### src/rtl/victim_wb_ctrl_if.sv
// Memory write-burst bus between the victim writeback controller and memory.
// Handshake rule for every channel: a transfer happens on a rising clock edge
// where valid and ready are both 1; once valid is raised, it and its payload
// stay stable until that edge.
interface victim_wb_ctrl_if #(
  parameter int BUS_WIDTH = 32
);
  logic [31:0]          awaddr;
  logic                 awvalid;
  logic                 awready;
  logic [BUS_WIDTH-1:0] wdata;
  logic                 wvalid;
  logic                 wlast;
  logic                 wready;
  logic                 bvalid;
  logic                 bready;

  modport master (
    output awaddr, awvalid, wdata, wvalid, wlast, bready,
    input  awready, wready, bvalid
  );

  modport slave (
    input  awaddr, awvalid, wdata, wvalid, wlast, bready,
    output awready, wready, bvalid
  );
endinterface

### src/rtl/victim_wb_ctrl.sv
// Victim cache writeback controller: pops one line at a time from the victim
// cache into a local buffer, then writes it to memory as one address phase,
// BEATS data beats and one write response. flush_done reports an idle, empty
// victim cache while a flush is requested.
module victim_wb_ctrl #(
  parameter  int LINE_WIDTH  = 256,
  parameter  int BUS_WIDTH   = 32,
  localparam int OFFS_W      = $clog2(LINE_WIDTH / 8),
  localparam int LABEL_WIDTH = 32 - OFFS_W
) (
  input  logic                              clk,
  input  logic                              rst,
  input  logic                              vc_empty,
  input  logic [LABEL_WIDTH+LINE_WIDTH-1:0] vc_rline,
  output logic                              vc_pop,
  victim_wb_ctrl_if.master                  mem,
  input  logic                              flush_req,
  output logic                              flush_done,
  output logic                              busy,
  output logic [1:0]                        dbg_state_o
);

  localparam int BEATS  = LINE_WIDTH / BUS_WIDTH;
  localparam int BEAT_W = (BEATS > 1) ? $clog2(BEATS) : 1;
  localparam logic [BEAT_W-1:0] LAST_BEAT = BEAT_W'(BEATS - 1);

  typedef enum logic [1:0] {
    S_IDLE = 2'd0,
    S_ADDR = 2'd1,
    S_DATA = 2'd2,
    S_RESP = 2'd3
  } state_e;

  state_e                 state_q, state_d;
  logic [BEAT_W-1:0]      beat_q, beat_d;
  logic [LABEL_WIDTH-1:0] label_q;
  logic [LINE_WIDTH-1:0]  data_q;
  logic                   pop_c;
  logic                   awvalid_c;
  logic                   wvalid_c;
  logic                   wlast_c;
  logic                   bready_c;

  // State, beat counter and line buffer; the buffer only loads on a pop so
  // later pushes into the victim cache cannot disturb a line in flight.
  always_ff @(posedge clk or posedge rst) begin
    if (rst) begin
      state_q <= S_IDLE;
      beat_q  <= '0;
      label_q <= '0;
      data_q  <= '0;
    end else begin
      state_q <= state_d;
      beat_q  <= beat_d;
      if (vc_pop) begin
        label_q <= vc_rline[LABEL_WIDTH+LINE_WIDTH-1:LINE_WIDTH];
        data_q  <= vc_rline[LINE_WIDTH-1:0];
      end
    end
  end

  // Next state and per-state handshake outputs; each valid/ready belongs to
  // exactly one state, so the three channels can never overlap.
  always_comb begin
    state_d   = state_q;
    beat_d    = beat_q;
    pop_c     = 1'b0;
    awvalid_c = 1'b0;
    wvalid_c  = 1'b0;
    wlast_c   = 1'b0;
    bready_c  = 1'b0;
    case (state_q)
      S_IDLE: begin
        if (!vc_empty) begin
          pop_c   = 1'b1;
          beat_d  = '0;
          state_d = S_ADDR;
        end
      end
      S_ADDR: begin
        awvalid_c = 1'b1;
        if (mem.awready) state_d = S_DATA;
      end
      S_DATA: begin
        wvalid_c = 1'b1;
        wlast_c  = (beat_q == LAST_BEAT);
        if (mem.wready) begin
          if (wlast_c) begin
            beat_d  = '0;
            state_d = S_RESP;
          end else begin
            beat_d = beat_q + BEAT_W'(1);
          end
        end
      end
      S_RESP: begin
        bready_c = 1'b1;
        if (mem.bvalid) state_d = S_IDLE;
      end
      default: state_d = S_IDLE;
    endcase
  end

  // The pop and flush_done terms depend on inputs, so they are masked while
  // reset is held; everything else is a pure function of the reset state.
  assign vc_pop      = pop_c && !rst;
  assign flush_done  = flush_req && (state_q == S_IDLE) && vc_empty && !rst;
  assign busy        = (state_q != S_IDLE);
  assign dbg_state_o = state_q;

  assign mem.awaddr  = {label_q, {OFFS_W{1'b0}}};
  assign mem.awvalid = awvalid_c;
  assign mem.wdata   = data_q[int'(beat_q)*BUS_WIDTH +: BUS_WIDTH];
  assign mem.wvalid  = wvalid_c;
  assign mem.wlast   = wlast_c;
  assign mem.bready  = bready_c;

endmodule

### src/flat_wrapper.sv
// flat-port wrapper written by rule: the top's interface ports become plain ports
module victim_wb_ctrl_flat 
#(
  parameter  int LINE_WIDTH  = 256,
  parameter  int BUS_WIDTH   = 32,
  localparam int OFFS_W      = $clog2(LINE_WIDTH / 8),
  localparam int LABEL_WIDTH = 32 - OFFS_W
)
  (clk, rst, vc_empty, vc_rline, vc_pop, flush_req, flush_done, busy, dbg_state_o, mem_awaddr, mem_awvalid, mem_wdata, mem_wvalid, mem_wlast, mem_bready, mem_awready, mem_wready, mem_bvalid);
  victim_wb_ctrl_if #(.BUS_WIDTH(BUS_WIDTH)) mem_i ();
  input  logic clk;
  input  logic rst;
  input  logic vc_empty;
  input  logic [LABEL_WIDTH+LINE_WIDTH-1:0] vc_rline;
  output logic vc_pop;
  input  logic flush_req;
  output logic flush_done;
  output logic busy;
  output logic [1:0] dbg_state_o;
  output wire logic [$bits(mem_i.awaddr)-1:0] mem_awaddr;
  output wire logic [$bits(mem_i.awvalid)-1:0] mem_awvalid;
  output wire logic [$bits(mem_i.wdata)-1:0] mem_wdata;
  output wire logic [$bits(mem_i.wvalid)-1:0] mem_wvalid;
  output wire logic [$bits(mem_i.wlast)-1:0] mem_wlast;
  output wire logic [$bits(mem_i.bready)-1:0] mem_bready;
  input wire logic [$bits(mem_i.awready)-1:0] mem_awready;
  input wire logic [$bits(mem_i.wready)-1:0] mem_wready;
  input wire logic [$bits(mem_i.bvalid)-1:0] mem_bvalid;
  assign mem_awaddr = mem_i.awaddr;
  assign mem_awvalid = mem_i.awvalid;
  assign mem_wdata = mem_i.wdata;
  assign mem_wvalid = mem_i.wvalid;
  assign mem_wlast = mem_i.wlast;
  assign mem_bready = mem_i.bready;
  assign mem_i.awready = mem_awready;
  assign mem_i.wready = mem_wready;
  assign mem_i.bvalid = mem_bvalid;
  victim_wb_ctrl #(.LINE_WIDTH(LINE_WIDTH), .BUS_WIDTH(BUS_WIDTH)) u_core (.clk(clk), .rst(rst), .vc_empty(vc_empty), .vc_rline(vc_rline), .vc_pop(vc_pop), .mem(mem_i), .flush_req(flush_req), .flush_done(flush_done), .busy(busy), .dbg_state_o(dbg_state_o));
endmodule
### config.mk
export PLATFORM = sky130hd
export DESIGN_NAME = victim_wb_ctrl_flat
export DESIGN_NICKNAME = d
export VERILOG_FILES = /design/src/rtl/victim_wb_ctrl_if.sv /design/src/rtl/victim_wb_ctrl.sv /design/src/flat_wrapper.sv
export SDC_FILE = /design/constraint.sdc
export NUM_CORES = 1
export LEC_CHECK = 0
export ABC_AREA = 0
export BUFFER_PORTS_ARGS = -buffer_cell sky130_fd_sc_hd__buf_4
export CAP_MARGIN = 20
export CORE_MARGIN = 2
export CORE_UTILIZATION = 53
export DETAILED_ROUTE_END_ITERATION = 8
export MAX_ROUTING_LAYER = met4
export PLACE_DENSITY = 0.91
export SLEW_MARGIN = 20
export SYNTH_ARGS = -nofsm -noshare
export SYNTH_HDL_FRONTEND = slang
export SYNTH_SLANG_ARGS = --single-unit
### constraint.sdc
create_clock -name clk -period 10.9 [get_ports clk]
set_clock_uncertainty 0.05 [all_clocks]
set_input_delay 0.545 -clock clk [delete_from_list [all_inputs] [get_ports clk]]
set_output_delay 0.545 -clock clk [all_outputs]
set_load 0.01 [all_outputs]
==> impl_metrics.env <==
export IMPL_status="completed"
export IMPL_crit_family="buffers and inverters"
export IMPL_synth_xor_area_share_pct=0
export IMPL_antenna_found_initial=0
export IMPL_h_tree_depth=1
export IMPL_grt_pass1_wl_mm=47.0
export IMPL_path_depth=7
export IMPL_area_delta_synth_final_pct=29.4
export IMPL_vias=7837
export IMPL_hold_path_class="input port to asynchronous set/reset pin"
export IMPL_synth_area_mux_share_pct=39.0
export IMPL_cp_data_arrival_time_ps=3710
export IMPL_cp_buffers_inverters=5
export IMPL_placementRows=57
export IMPL_hpwlAfterDp_mm=20.1
export IMPL_cp_end_kind="primary output"
export IMPL_slew_violations=0
export IMPL_grt_max_degree=200
export IMPL_synth_cells=750
export IMPL_routedWlPerCell_um=20.9
export IMPL_port_buffers=357
export IMPL_final_hold_viol_count=0
export IMPL_synth_flop_cell="dfrtp_1"
export IMPL_viasPerCell=5.46
export IMPL_r2r_slack_ps=7390
export IMPL_period_share_pct=39.5
export IMPL_synthAdderAreaFrac_pct=0.584
export IMPL_wl_mm=30.0
export IMPL_core_um2=24000
export IMPL_power_density_nw_per_um2=287
export IMPL_ys_warn_count=0
export IMPL_cts_tree="yes"
export IMPL_drt_iter0_drc=412
export IMPL_grt_overflow=0
export IMPL_tns_ps=0
export IMPL_cp_slowest_cell="buf_4"
export IMPL_setup_viol=0
export IMPL_post_synth_num_cell_types=22
export IMPL_synth_top_family_by_area="multiplexers"
export IMPL_avgSynthCellArea_um2=17.1
export IMPL_grt_use_met1_pct=28.3
export IMPL_critPathRequiredTime_ps=10310
export IMPL_fmax_mhz=232
export IMPL_first_global_vias=8842
export IMPL_yosys_area_top_type_share_pct=56.0
export IMPL_firstDrtPassIters=4
export IMPL_slowest_delay_ps=960
export IMPL_nets=1391
export IMPL_synth_compound_area_share_pct=0.379
export IMPL_nFillCells=1568
export IMPL_rsz0062_at_grt="no"
export IMPL_critPathKind="flop to primary output"
export IMPL_slew_headroom_pct=28.5
export IMPL_cts_path_max_buffers=3
export IMPL_startpoint_type="flop"
export IMPL_top_usage_layer="met2"
export IMPL_clockRootBuffer="clkbuf_16"
export IMPL_synth_simple_area_share_pct=0.399
export IMPL_cap_violations=0
export IMPL_grt_met2_usage_pct=40.8
export IMPL_start_util_pct=53.5
export IMPL_cts_setup_buffers=0
export IMPL_ys_ff_latch=288
export IMPL_cts_buffers=31
export IMPL_min_period_ps=4300
export IMPL_leakage_nw=7.42
export IMPL_yosysSeqAreaShare_pct=56.0
export IMPL_grt_use_total_pct=24.2
export IMPL_die_h_um=160
export IMPL_critical_path_max_fanout=199
export IMPL_synth_top_cell_by_area="dfrtp_1"
export IMPL_clkLatencyLatePin_ps=540
export IMPL_gp_congestion=0.808
export IMPL_netlist_area_um2=12900
export IMPL_diodes=0
export IMPL_clk_pin_slew_ps=60
export IMPL_final_util_pct=69.2
export IMPL_reg2reg_depth=7
export IMPL_irDropWorstVdd_mv=0.336
export IMPL_tightestPinTransition_ps=1070
export IMPL_die_area_um2=25500
export IMPL_ant_nets=0
export IMPL_cts_sinks=288
export IMPL_async_reset_ff_share_pct=100
export IMPL_synth_area_top_cells="dfrtp_1 56%, mux2_2 28%, mux4_2 11%"
export IMPL_cp_cell_sequence="inv_1, ha_1, inv_1, nor3_4, buf_12, buf_4, buf_4"
export IMPL_drive_gt1_share_pct=71.3
export IMPL_cts_repair_resized=0
export IMPL_drc_errors=0
export IMPL_die_w_um=160
export IMPL_hold_buffers=0
export IMPL_synth_edf_count=0
export IMPL_met3_usage_pct=5.32
export IMPL_pin_count=363
final timing paths:
check | from | endpoint
max reg2reg | u_core.dbg_state_o[0] | u_core.data_q[64]
min reg2reg | u_core.data_q[75] | u_core.data_q[75]
max in group asynchronous | rst | u_core.data_q[243]
min | rst | u_core.data_q[124]
min in group clk | vc_rline[34] | u_core.data_q[34]
max | u_core.dbg_state_o[0] | vc_pop
worst reg2reg max path: stages, from the launching register on:
cell     delay (ps)
dfrtp_1         420
inv_1           130
ha_1            230
inv_1           120
nor3_4          230
buf_12          750
buf_4          1020
mux2_2          460
final cells by class:
type	count	area, um2	area share, %
timing repair buffer	362	2740	16.5
sequential	288	7210	43.3
multi-input combinational	407	5210	31.3
inverter	5	26.3	0.158
tap	324	405	2.44
clock inverter	8	169	1.02
clock buffer	41	873	5.25
registers in the layout (all words and copies together) (netlist names):
register and count:
u_core.beat_q 3, u_core.data_q 256, u_core.dbg_state_o 2, u_core.label_q 27
logic make-up after synthesis:
family | count (synthesis)
buffers and inverters | 59
AO/OA/AOI/OAI | 6
flip-flops | 288
adder cells (fa/ha/maj) | 6
other | 1
AND/OR/NAND/NOR | 9
multiplexers | 381
layout by cell type, fill, tap and decap left out, types with 3 or more instances in the layout:
cell,netlist,final
clkbuf_16,0,31
clkbuf_1,8,4
buf_4,15,360
ha_1,6,6
a22o_1,3,3
dfrtp_1,288,285
clkbuf_8,0,6
mux2_2,316,316
mux4_2,64,64
conb_1,1,5
inv_1,5,4
bufinv_16,0,5
layer usage:
metal	wire (um)	vias to the layer above	share of wire, %
met4	1380	0	4.6
met5	0	-	0
met3	1970	82	6.6
li1	-	3463	-
met2	15200	289	51
met1	11400	4003	38
through the flow:
step	cells	power (W)	cell area (um2)	setup slack [ps]	hold WS, ps
after floorplan	754	0.00311	12900	2360	425
after global placement	1386	0.00362	15600	7210	433
after detailed placement	1386	0.00373	15600	7160	440
after CTS	1435	0.00483	16600	6560	157
after global routing	1435	0.00504	16600	6330	156
final	1435	0.00478	16600	6600	146
synthesized netlist by cell type, types with 2 or more instances:
cell      count
nor2_1        2
inv_1         5
and2_1        2
buf_6        24
nand2b_1      2
buf_1         2
dfrtp_1     288
buf_4        15
a22o_1        3
clkbuf_1      8
ha_1          6
buf_2         5
mux4_2       64
mux2_2      316
report_power, final:
group          total (W)  leakage (nW)  internal (W)  switching [W]
Sequential       0.00193          3.45       0.00161       0.000318
Combinational    0.00178          3.46       0.00115       0.000626
Clock            0.00107         0.512      0.000671       0.000404
No activity file was read; power rests on OpenSTA's default activity.
